$ cat config.mk
export PLATFORM = sky130hd
export DESIGN_NAME = pipe_muldiv_unit
export DESIGN_NICKNAME = d
export VERILOG_FILES = /design/src/rtl/pipe_muldiv_unit.sv
export SDC_FILE = /design/constraint.sdc
export NUM_CORES = 1
export LEC_CHECK = 0
export ABC_AREA = 1
export BUFFER_PORTS_ARGS = -buffer_cell sky130_fd_sc_hd__buf_4
export CAP_MARGIN = 30
export CELL_PAD_IN_SITES_DETAIL_PLACEMENT = 1
export CELL_PAD_IN_SITES_GLOBAL_PLACEMENT = 1
export CORE_MARGIN = 2
export CORE_UTILIZATION = 25
export CTS_BUF_LIST = sky130_fd_sc_hd__clkbuf_4 sky130_fd_sc_hd__clkbuf_8
export DETAILED_ROUTE_END_ITERATION = 12
export GPL_ROUTABILITY_DRIVEN = 1
export GPL_TIMING_DRIVEN = 0
export PLACE_DENSITY = 0.66
export SETUP_SLACK_MARGIN = 0.3
export SLEW_MARGIN = 5
export SYNTH_ARGS = -nofsm -noshare
export SYNTH_HDL_FRONTEND = slang
export SYNTH_SLANG_ARGS = --single-unit
export TNS_END_PERCENT = 30
$ cat constraint.sdc
create_clock -name clk -period 6.8 [get_ports clk]
set_input_delay 1.02 -clock clk [delete_from_list [all_inputs] [get_ports clk]]
set_output_delay 1.02 -clock clk [all_outputs]
set_load 0.02 [all_outputs]
$ cat src/rtl/pipe_muldiv_unit.sv
// pipe_muldiv_unit: iterative mult/multu/div/divu into HI/LO with stall, mthi/mtlo and flush.
// Define MULDIV_FAST_MUL_EN to compute products in one cycle (IDLE->FIX); division stays iterative.
module pipe_muldiv_unit #(
  parameter int WIDTH = 32
) (
  input  logic             clk,
  input  logic             rst,
  input  logic             start,
  input  logic [1:0]       op,
  input  logic [WIDTH-1:0] a,
  input  logic [WIDTH-1:0] b,
  input  logic             hi_we,
  input  logic             lo_we,
  input  logic [WIDTH-1:0] wdata,
  input  logic             flush,
  output logic             busy,
  output logic             done,
  output logic [WIDTH-1:0] hi,
  output logic [WIDTH-1:0] lo
);
  localparam int CW = $clog2(WIDTH) + 1;
  typedef enum logic [1:0] {IDLE, CALC, FIX, DONE} state_t;
  state_t state_q, state_d;
  logic [CW-1:0] cnt_q, cnt_d;
  logic [WIDTH-1:0] acc_hi_q, acc_hi_d, acc_lo_q, acc_lo_d, opb_q, opb_d, hi_q, hi_d, lo_q, lo_d;
  logic is_div_q, is_div_d, neg_q, neg_d, sa_q, sa_d;
  logic accept, sgn, sa, sb, in_busy;
  logic [WIDTH-1:0] abs_a, abs_b, quo_fix, rem_fix;
  logic [WIDTH:0] mul_sum, div_sh, div_diff;
  logic [2*WIDTH-1:0] prod, prod_fix;
  always_ff @(posedge clk) begin
    if (!rst) begin
      state_q  <= IDLE;
      cnt_q    <= '0;
      acc_hi_q <= '0;
      acc_lo_q <= '0;
      opb_q    <= '0;
      hi_q     <= '0;
      lo_q     <= '0;
      is_div_q <= 1'b0;
      neg_q    <= 1'b0;
      sa_q     <= 1'b0;
    end else begin
      state_q  <= state_d;
      cnt_q    <= cnt_d;
      acc_hi_q <= acc_hi_d;
      acc_lo_q <= acc_lo_d;
      opb_q    <= opb_d;
      hi_q     <= hi_d;
      lo_q     <= lo_d;
      is_div_q <= is_div_d;
      neg_q    <= neg_d;
      sa_q     <= sa_d;
    end
  end
  always_comb begin
    state_d  = state_q;
    cnt_d    = cnt_q;
    acc_hi_d = acc_hi_q;
    acc_lo_d = acc_lo_q;
    opb_d    = opb_q;
    hi_d     = hi_q;
    lo_d     = lo_q;
    is_div_d = is_div_q;
    neg_d    = neg_q;
    sa_d     = sa_q;
    in_busy  = (state_q == CALC) || (state_q == FIX);
    accept   = start && !in_busy;
    sgn      = ~op[0];
    sa       = sgn & a[WIDTH-1];
    sb       = sgn & b[WIDTH-1];
    abs_a    = sa ? -a : a;
    abs_b    = sb ? -b : b;
    mul_sum  = {1'b0, acc_hi_q} + (acc_lo_q[0] ? {1'b0, opb_q} : '0);
    div_sh   = {acc_hi_q, acc_lo_q[WIDTH-1]};
    div_diff = div_sh - {1'b0, opb_q};
    prod     = {acc_hi_q, acc_lo_q};
    prod_fix = neg_q ? -prod : prod;
    // A zero divisor leaves the remainder equal to |a|, so the sign fix restores HI=a.
    quo_fix  = (opb_q == '0) ? '1 : (neg_q ? -acc_lo_q : acc_lo_q);
    rem_fix  = sa_q ? -acc_hi_q : acc_hi_q;
    case (state_q)
      CALC: begin
        if (flush) state_d = IDLE;
        else begin
          if (is_div_q) begin
            acc_hi_d = div_diff[WIDTH] ? div_sh[WIDTH-1:0] : div_diff[WIDTH-1:0];
            acc_lo_d = {acc_lo_q[WIDTH-2:0], ~div_diff[WIDTH]};
          end else begin
            {acc_hi_d, acc_lo_d} = {mul_sum, acc_lo_q[WIDTH-1:1]};
          end
          cnt_d   = cnt_q + 1'b1;
          state_d = (cnt_q == CW'(WIDTH - 1)) ? FIX : CALC;
        end
      end
      FIX: begin
        if (flush) state_d = IDLE;
        else begin
          hi_d    = is_div_q ? rem_fix : prod_fix[2*WIDTH-1:WIDTH];
          lo_d    = is_div_q ? quo_fix : prod_fix[WIDTH-1:0];
          state_d = DONE;
        end
      end
      DONE:    state_d = IDLE;
      default: state_d = IDLE;
    endcase
    if (!in_busy) begin
      hi_d = hi_we ? wdata : hi_d;
      lo_d = lo_we ? wdata : lo_d;
    end
    if (accept) begin
      is_div_d = op[1];
      neg_d    = sa ^ sb;
      sa_d     = sa;
      cnt_d    = '0;
      acc_hi_d = '0;
      acc_lo_d = op[1] ? abs_a : abs_b;
      opb_d    = op[1] ? abs_b : abs_a;
      state_d  = CALC;
`ifdef MULDIV_FAST_MUL_EN
      if (!op[1]) begin
        {acc_hi_d, acc_lo_d} = {{WIDTH{1'b0}}, abs_a} * {{WIDTH{1'b0}}, abs_b};
        state_d = FIX;
      end
`endif
    end
  end
  always_comb begin
    busy = (state_q == CALC) || (state_q == FIX);
    done = state_q == DONE;
    hi   = hi_q;
    lo   = lo_q;
  end
endmodule

# [Yosys cells after proc, flatten, opt, wreduce, memory -nomap -nowiden]
# Cells that the tools add are included.
[classes] reduce_logical=8 n_mux=30 add_sub_neg=8 n_eq_ne=5 bitwise_logic=7
[op_table] cell="$mux 32" count=24
[op_table] cell="$neg 32->32" count=4
[op_table] cell="$mux 64" count=1
[op_table] cell="$neg 64->64" count=1
[op_table] cell="$add 32x32->33" count=1
[op_table] cell="$sub 33x32->33" count=1
[op_table] cell="$logic_not 32->1" count=1
[op_table] cell="$add 6x1->6 const B" count=1
[op_table] cell="$eq 6x5->1 const B" count=1
[op_table] cell="$mux 2" count=3
[op_table] cell="$eq 2x2->1 const B" count=2
[op_table] cell="$not 1->1" count=4
[op_table] cell="$pmux 2 s2" count=1
[op_table] cell="$reduce_and 2->1" count=2
[op_table] cell="$and 1x1->1" count=2
[op_table] cell="$eq 2x1->1 const B" count=1
[op_table] cell="$ne 2x1->1 const B" count=1
[op_table] cell="$reduce_bool 2->1" count=1
[op_table] cell="$reduce_or 2->1" count=1
[op_table] cell="$logic_and 1x1->1" count=1
[op_table] cell="$logic_not 1->1" count=1
[op_table] cell="$logic_or 1x1->1" count=1
[op_table] cell="$mux 1" count=1
[op_table] cell="$xor 1x1->1" count=1
[word_totals] wordCells=69 register_bits=171

# [Logic depth before layout (Yosys ltp)]
# Gate-level depths: netlist of the first run.
[logic_depth] depth_word=8 depth_mapped=20 depth_no_buf=19

# [Worst setup path before layout of the first run]
# OpenSTA, ideal clock, no wires.
[synth_timing] path_type="input to register" startpoint="in b[0]" endpoint="reg opb_q[16]" arrival_ps=2350 t_required_ps=6690 setup_ps=110 stages=14 setup_slack_ps=4340 cell_sequence="inv_1 ha_1 nand3_1 nor2_1 inv_1 nor2_2 nand3_1 nand2_1 o21ai_0 xor2_1 nand2_1 nand3_1 nand2_1 inv_1"
[synth_between] elab_chain_len=3
[synth_lines] item="from (decl)" line="11" rtl="input logic [WIDTH-1:0] b,"
[synth_lines] item="$neg 32->32" line="73" rtl="abs_b = sb ? -b : b;"
[synth_lines] item="$mux 32" line="73"
[synth_lines] item="$mux 32" line="118" rtl="opb_d = op[1] ? abs_b : abs_a;"
[synth_lines] item="to (signal assigned)" line="48" rtl="opb_q <= opb_d;"
[synth_lines] item="to (decl)" line="25" rtl="logic [WIDTH-1:0] acc_hi_q, acc_hi_d, acc_lo_q, acc_lo_d, opb_q, opb_d, hi_q, hi_d, lo_q, lo_d;"
# No other way between the ends.
# A chain may end at the register's enable or synchronous reset.

# [Worst setup path after layout of the first run]
[layout_timing] startpoint="reg state_q[0]" endpoint="reg acc_hi_q[22]"
[layout_between] elab_chain_len=5 elab_cells_between_ends=7 classes_between="eq/ne: 2; reduce/logical: 5"
[layout_lines] item="from (decl)" line="23" rtl="state_t state_q, state_d;"
[layout_lines] item="from (signal assigned)" line="44" rtl="state_q <= state_d;"
[layout_lines] item="$eq 2x1->1 / $eq 2x2->1 (equally long branches)" line="67, 82"
[layout_lines] item="$logic_or 1x1->1" line="67" rtl="in_busy = (state_q == CALC) || (state_q == FIX);"
[layout_lines] item="$logic_not 1->1"
[layout_lines] item="$logic_and 1x1->1" line="68" rtl="accept = start && !in_busy;"
[layout_lines] item="$reduce_or 2->1 (no line)"
[layout_lines] item="to (signal assigned)" line="46" rtl="acc_hi_q <= acc_hi_d;"
[layout_lines] item="to (decl)" line="25"
# Several ways; a longest one is shown, not always the timed one.

==> impl_metrics.env, run 1 <==
export IMPL_outcome="complete, no violations"
export IMPL_skew_ps=16.7
export IMPL_worst_r2r_cell_count=8
export IMPL_cts_buffers=17
export IMPL_fillers=9821
export IMPL_yosysWarnings=0
export IMPL_cp_data_required_time_ps=7310
export IMPL_cp_start_kind="register"
export IMPL_cp_cell_sequence="inv_1, ha_1, nand2_1, inv_2, nor2_1, clkbuf_1, o21ai_0, a21oi_2"
export IMPL_end_kind="register"
export IMPL_fp_dieH_microns=277
export IMPL_rows=99
export IMPL_cts_tree="done"
export IMPL_grt_usage_pct=25.3
export IMPL_arrival_ps=3800
export IMPL_synth_cell_area_sq_mm=0.0186
export IMPL_crit_fanout=10
export IMPL_fmax_ghz=0.304
export IMPL_drive_gt1_share_pct=10.6
export IMPL_max_stage_delay_ps=770
export IMPL_grt_max_degree=17
export IMPL_slew_violations=0
export IMPL_tns_ps=0
export IMPL_final_net_count=3720
export IMPL_slowest_stage="nor2_1"
export IMPL_hold_violations=0
export IMPL_synthFlopType="dfxtp_1"
export IMPL_overflow=0
export IMPL_vdd_drop_max_v=0.000159
export IMPL_dr_pass1_iters=5
export IMPL_clock_path_buffers=2
export IMPL_numPortBuffers=168
export IMPL_fin_total_pwr_mw=3.58
export IMPL_grt_setup_unrepaired="false"
export IMPL_io_pins=170
export IMPL_dieArea_sq_mm=0.0765
export IMPL_worstMarginPinSlew_ps=988
export IMPL_initial_core_util_pct=25.4
export IMPL_ys_seq_area_share_pct=18.4
export IMPL_wl_per_cell_microns=21.8
export IMPL_syn_to_final_growth_pct=15.4
export IMPL_pre_cts_slack_ps=3270
export IMPL_syn_inst=3355
export IMPL_avgSynthCellArea_sq_um=5.54
export IMPL_gp_congestion=0.987
export IMPL_period_share_pct=48.4
export IMPL_p_per_area_mw_per_mm2=167
export IMPL_core_area_sq_mm=0.0732
export IMPL_ctsHoldBuffers=0
export IMPL_cts_clk_slew_worst_paths_ps=90
export IMPL_cts_post_setup_buffers_inserted=0
export IMPL_setup_viol=0
export IMPL_n_antenna_cell=0
export IMPL_fin_area_sq_mm=0.0214
export IMPL_min_period_ps=3290
export IMPL_relSlewSlack_pct=33.9
export IMPL_hold_depth=2
export IMPL_dp_hpwl_mm=84.4
export IMPL_drt_iter0_drc=1885
export IMPL_crit_type="reg2reg"
export IMPL_synth_distinct_cells=53
export IMPL_drv_cap=0
export IMPL_num_vias=23099
export IMPL_die_w_microns=277
export IMPL_final_util_pct=29.3
export IMPL_fin_ws_ps=3510
export IMPL_async_flop_share_pct=0
export IMPL_via_per_inst=5.12
export IMPL_clk_latency_ps=580
export IMPL_root_buffer="clkbuf_8"
export IMPL_placed_area_sq_mm=0.0210
export IMPL_ys_ff_latch=171
export IMPL_wl_mm=98.6
export IMPL_route_detailed_drc=0
export IMPL_hold_class="reg2reg"
export IMPL_p_leak_nw=11.1
export IMPL_post_cts_resize_count=0
export IMPL_grt_pass1_vias=22682
export IMPL_final_antenna_net_count=0
export IMPL_clock_sinks=171
export IMPL_antenna_found_initial=0
export IMPL_synth_edf_count=0
export IMPL_grt_pass1_wl_mm=145
export IMPL_h_tree_depth=4
export IMPL_syn_nets=3533
cells by family after synthesis:
| kind of cell | count (synthesis) | share of synthesized area, % |
|---|---|---|
| buffers and inverters | 648 | 13.6 |
| AO/OA/AOI/OAI | 587 | 17.5 |
| XOR/XNOR | 74 | 3.49 |
| adder cells (fa/ha/maj) | 74 | 5.07 |
| flip-flops | 171 | 18.4 |
| AND/OR/NAND/NOR | 1801 | 41.9 |
synth_stat cells, types with 29 or more instances:
| library cell | count | share of area (%) |
|---|---|---|
| a21oi_1 | 243 | 6.5 |
| clkbuf_1 | 72 | 1.5 |
| dfxtp_1 | 171 | 18 |
| ha_1 | 72 | 4.9 |
| inv_1 | 509 | 10 |
| nand2_1 | 1058 | 21 |
| nand3_1 | 294 | 7.9 |
| nand4_1 | 40 | 1.3 |
| nor2_1 | 258 | 5.2 |
| nor3_1 | 35 | 0.94 |
| o211ai_1 | 29 | 1.2 |
| o21ai_0 | 230 | 6.2 |
| xor2_1 | 60 | 2.8 |
placed cells by master, fill, tap and decap left out, types with 21 or more instances in the layout:
cell type / count
a21oi_1: 243
ha_1: 72
buf_2: 28
nand2_1: 1058
xor2_1: 60
o21ai_0: 230
nand3_1: 294
buf_4: 172
nand4_1: 40
dfxtp_1: 171
nor3_1: 35
nand2_2: 26
nor2_2: 22
o211ai_1: 29
a21oi_2: 25
inv_1: 509
clkbuf_1: 72
nand3_2: 21
nor2_1: 258
worst max-delay path, delay by kind of cell, from the launching register on:
| kind | cells | cell delay (ps) |
|---|---|---|
| compound gates | 2 | 390 |
| fa+ha+maj | 1 | 590 |
| simple gates | 2 | 1130 |
| buf+inv | 3 | 730 |
| flops | 1 | 370 |
path summary, 6_finish.rpt:
kind,from,endpoint,slack (ps)
setup / recovery,state_q[0],acc_hi_q[22],3510
hold reg to reg,cnt_q[1],cnt_q[1],490
setup reg to reg,state_q[0],acc_hi_q[22],3510
hold / removal,cnt_q[1],cnt_q[1],490
sequential cells by signal, indices dropped and copies added, names as in the netlist, 2 cells and up:
| register | cells |
|---|---|
| acc_hi_q | 32 |
| acc_lo_q | 32 |
| hi | 32 |
| lo | 32 |
| opb_q | 32 |
| cnt_q | 6 |
| state_q | 2 |
where the power goes:
group / switching [mW] / leakage [nW] / total [mW] / internal [mW]
logic: 1.13 / 9.51 / 1.62 / 0.485
clock network: 0.443 / 0.207 / 0.781 / 0.338
registers: 0.109 / 1.41 / 1.18 / 1.07
through the flow:
step | hold slack (ps) | std cells
floorplan | 448 | 3355
CTS | 504 | 4514
global placement | 481 | 4482
finish | 494 | 4514
global route | 541 | 4514
detailed placement | 490 | 4482
per-layer routing:
metal,vias to the layer above,part of all wire [%],track usage (%)
li1,11101,-,-
met1,11075,45,33.7
met2,773,44,40.7
met3,150,6.8,4.34
met4,0,3.8,9.60
met5,-,0,0
layout make-up:
cell class              count  area [sq um]  area share (%)
multi-input cells        2536         12600            58.9
flip-flops and latches    171          3420            16.0
inverters                 526          1970            9.21
repair buffers            168          1260            5.89
well taps                 959          1200            5.60
plain buffers             122           553            2.58
clock buffers              24           305            1.42
clock inverters             8          86.3           0.403
(Power assumes the default switching activity.)
==> run 2: changes to the inputs <==
Settings changed: PLACE_DENSITY 0.66 to 0.68.
Clock period 6.8 ns to 2.83 ns, I/O delays scaled along.
==> run 2 against run 1 <==
Against the previous run: critical path depth down 2; utilization increased by 2.1 points; hold slack lost 360 ps; routed wire length grew 0.86%; first-iteration DRC count grew 6.0%; total power increased to 2.6 times the previous value.
==> impl_metrics.env, run 2 (synthesis results as in run 1) <==
export IMPL_relSlewSlack_pct=37.0
export IMPL_hold_violations=0
export IMPL_arrival_ps=3250
export IMPL_outcome="complete, no violations"
export IMPL_fp_dieH_microns=277
export IMPL_setup_viol=0
export IMPL_final_util_pct=31.4
export IMPL_clock_sinks=171
export IMPL_final_common_cell="nand2_1"
export IMPL_cts_buffers=17
export IMPL_dp_hpwl_mm=83.0
export IMPL_route_detailed_drc=0
export IMPL_cpMostUsedCell="nand3_1"
export IMPL_h_tree_depth=4
export IMPL_initial_core_util_pct=25.4
export IMPL_vdd_drop_max_v=0.000389
export IMPL_clock_path_buffers=2
export IMPL_io_pins=170
export IMPL_syn_to_final_growth_pct=23.7
export IMPL_grt_setup_unrepaired="true"
export IMPL_wl_per_cell_microns=21.9
export IMPL_grt_max_degree=17
export IMPL_hold_class="in2reg"
export IMPL_clk_latency_ps=590
export IMPL_p_sw_mw=4.35
export IMPL_gp_congestion=0.985
export IMPL_cp_start_kind="register"
export IMPL_cp_cell_sequence="buf_2, buf_1, o21ai_0, nand3_1, nand3_1, a21oi_1"
export IMPL_cts_clk_slew_worst_paths_ps=100
export IMPL_via_per_inst=5.19
export IMPL_cp_top_family="buffers and inverters"
export IMPL_internal_power_mw=5.06
export IMPL_num_vias=23614
export IMPL_drt_iter0_drc=1999
export IMPL_max_stage_delay_ps=740
export IMPL_overflow=0
export IMPL_min_period_ps=2730
export IMPL_p_leak_nw=11.5
export IMPL_final_cells=4547
export IMPL_grt_pass1_wl_mm=145
export IMPL_cts_tree="done"
export IMPL_final_antenna_net_count=0
export IMPL_end_kind="register"
export IMPL_die_w_microns=277
export IMPL_final_cell_mix="nand2_1, inv_1, nand3_1"
export IMPL_wl_mm=99.5
export IMPL_final_net_count=3750
export IMPL_cp_num_buf_inv=2
export IMPL_dieArea_sq_mm=0.0765
export IMPL_core_area_sq_mm=0.0732
export IMPL_antenna_found_initial=1
export IMPL_crit_type="reg2reg"
export IMPL_power_frac_seq_pct=30.1
export IMPL_cp_data_required_time_ps=3350
export IMPL_dr_pass1_iters=6
export IMPL_drive_gt1_share_pct=17.9
export IMPL_period_share_pct=96.5
export IMPL_skew_ps=21.2
export IMPL_p_per_area_mw_per_mm2=410
export IMPL_crit_fanout=10
export IMPL_root_buffer="clkbuf_8"
export IMPL_drv_cap=0
export IMPL_slowest_stage="buf_1"
export IMPL_rows=99
export IMPL_fmax_ghz=0.366
export IMPL_dp_cells=4482
export IMPL_grt_pass1_vias=23186
export IMPL_slew_violations=0
export IMPL_numPortBuffers=168
export IMPL_p_sw_share_pct=46.2
export IMPL_worstMarginPinSlew_ps=935
export IMPL_p_comb_share_pct=47.0
export IMPL_pwr_share_clk_pct=22.9
export IMPL_grt_usage_pct=25.2
run 2: changes by cell type in the layout (fill, tap and decap cells not counted), moves of 24 or more:
cell	before	now
ha_1	72	33
a21oi_1	243	219
nand2_2	26	58
nand2_1	1058	1010
dfxtp_1	171	126
dfxtp_2	0	31
run 2: repair_timing:
action,4_1_cts,5_1_grt
pin swaps,7,29
setup endpoints to repair,137,91
gates resized for setup,109,233
gates cloned,2,3
hold buffers,0,0
buffers inserted,14,11
run 2: metal layers:
metal	routed length, microns	up-vias	global-route usage (%)
met4	4030	2	9.70
met5	9	-	0
met1	44100	11433	33.5
li1	-	11167	-
met2	44600	835	40.6
met3	6760	177	4.07
run 2: area by class of cell:
class,instances,area [sq um]
Antenna cell,3,7.51
Buffer,122,632
Clock buffer,20,269
Clock inverter,12,185
Fill cell,9725,50200
Inverter,526,1980
Multi-Input combinational cell,2536,13600
Sequential cell,171,3510
Tap cell,959,1200
Timing Repair Buffer,198,1590
run 2: worst register-to-register path, cell delays in order, from the launching register on:
cell and delay, ps:
dfxtp_1 670, buf_2 380, buf_1 740, o21ai_0 330, nand3_1 180, nand3_1 190, a21oi_1 180
run 2: power groups by stage:
| stage | sequential, mW | clock (mW) | combinational [mW] |
|---|---|---|---|
| after floorplan | 2.84 | 0 | 2.36 |
| after global placement | 2.87 | 0 | 3.74 |
| after detailed placement | 2.88 | 0 | 3.79 |
| after CTS | 2.82 | 2.17 | 4.06 |
| after global routing | 2.84 | 2.24 | 4.78 |
| final | 2.84 | 2.15 | 4.43 |
run 2: path summary, 6_finish.rpt:
check / from / to / slack [ps] / cells after the start
setup / recovery: is_div_q / hi[6] / 100 / 6
hold / removal: wdata[2] / lo[2] / 130 / 3
setup reg to reg: is_div_q / hi[6] / 100 / 6
hold reg to reg: cnt_q[1] / cnt_q[1] / 510 / 2
run 2: metrics by stage:
| step | setup slack, ps | hold slack (ps) | total power [mW] | cell area, sq um | TNS (ps) |
|---|---|---|---|---|---|
| global placement | -302 | 483 | 6.61 | 21000 | -10750 |
| global route | 167 | 136 | 9.86 | 23000 | 0 |
| detailed placement | -350 | 484 | 6.67 | 21000 | -10900 |
| floorplan | 495 | 448 | 5.19 | 18600 | 0 |
| CTS | 232 | 98.3 | 9.05 | 22000 | 0 |
| finish | 98.8 | 134 | 9.41 | 23000 | 0 |
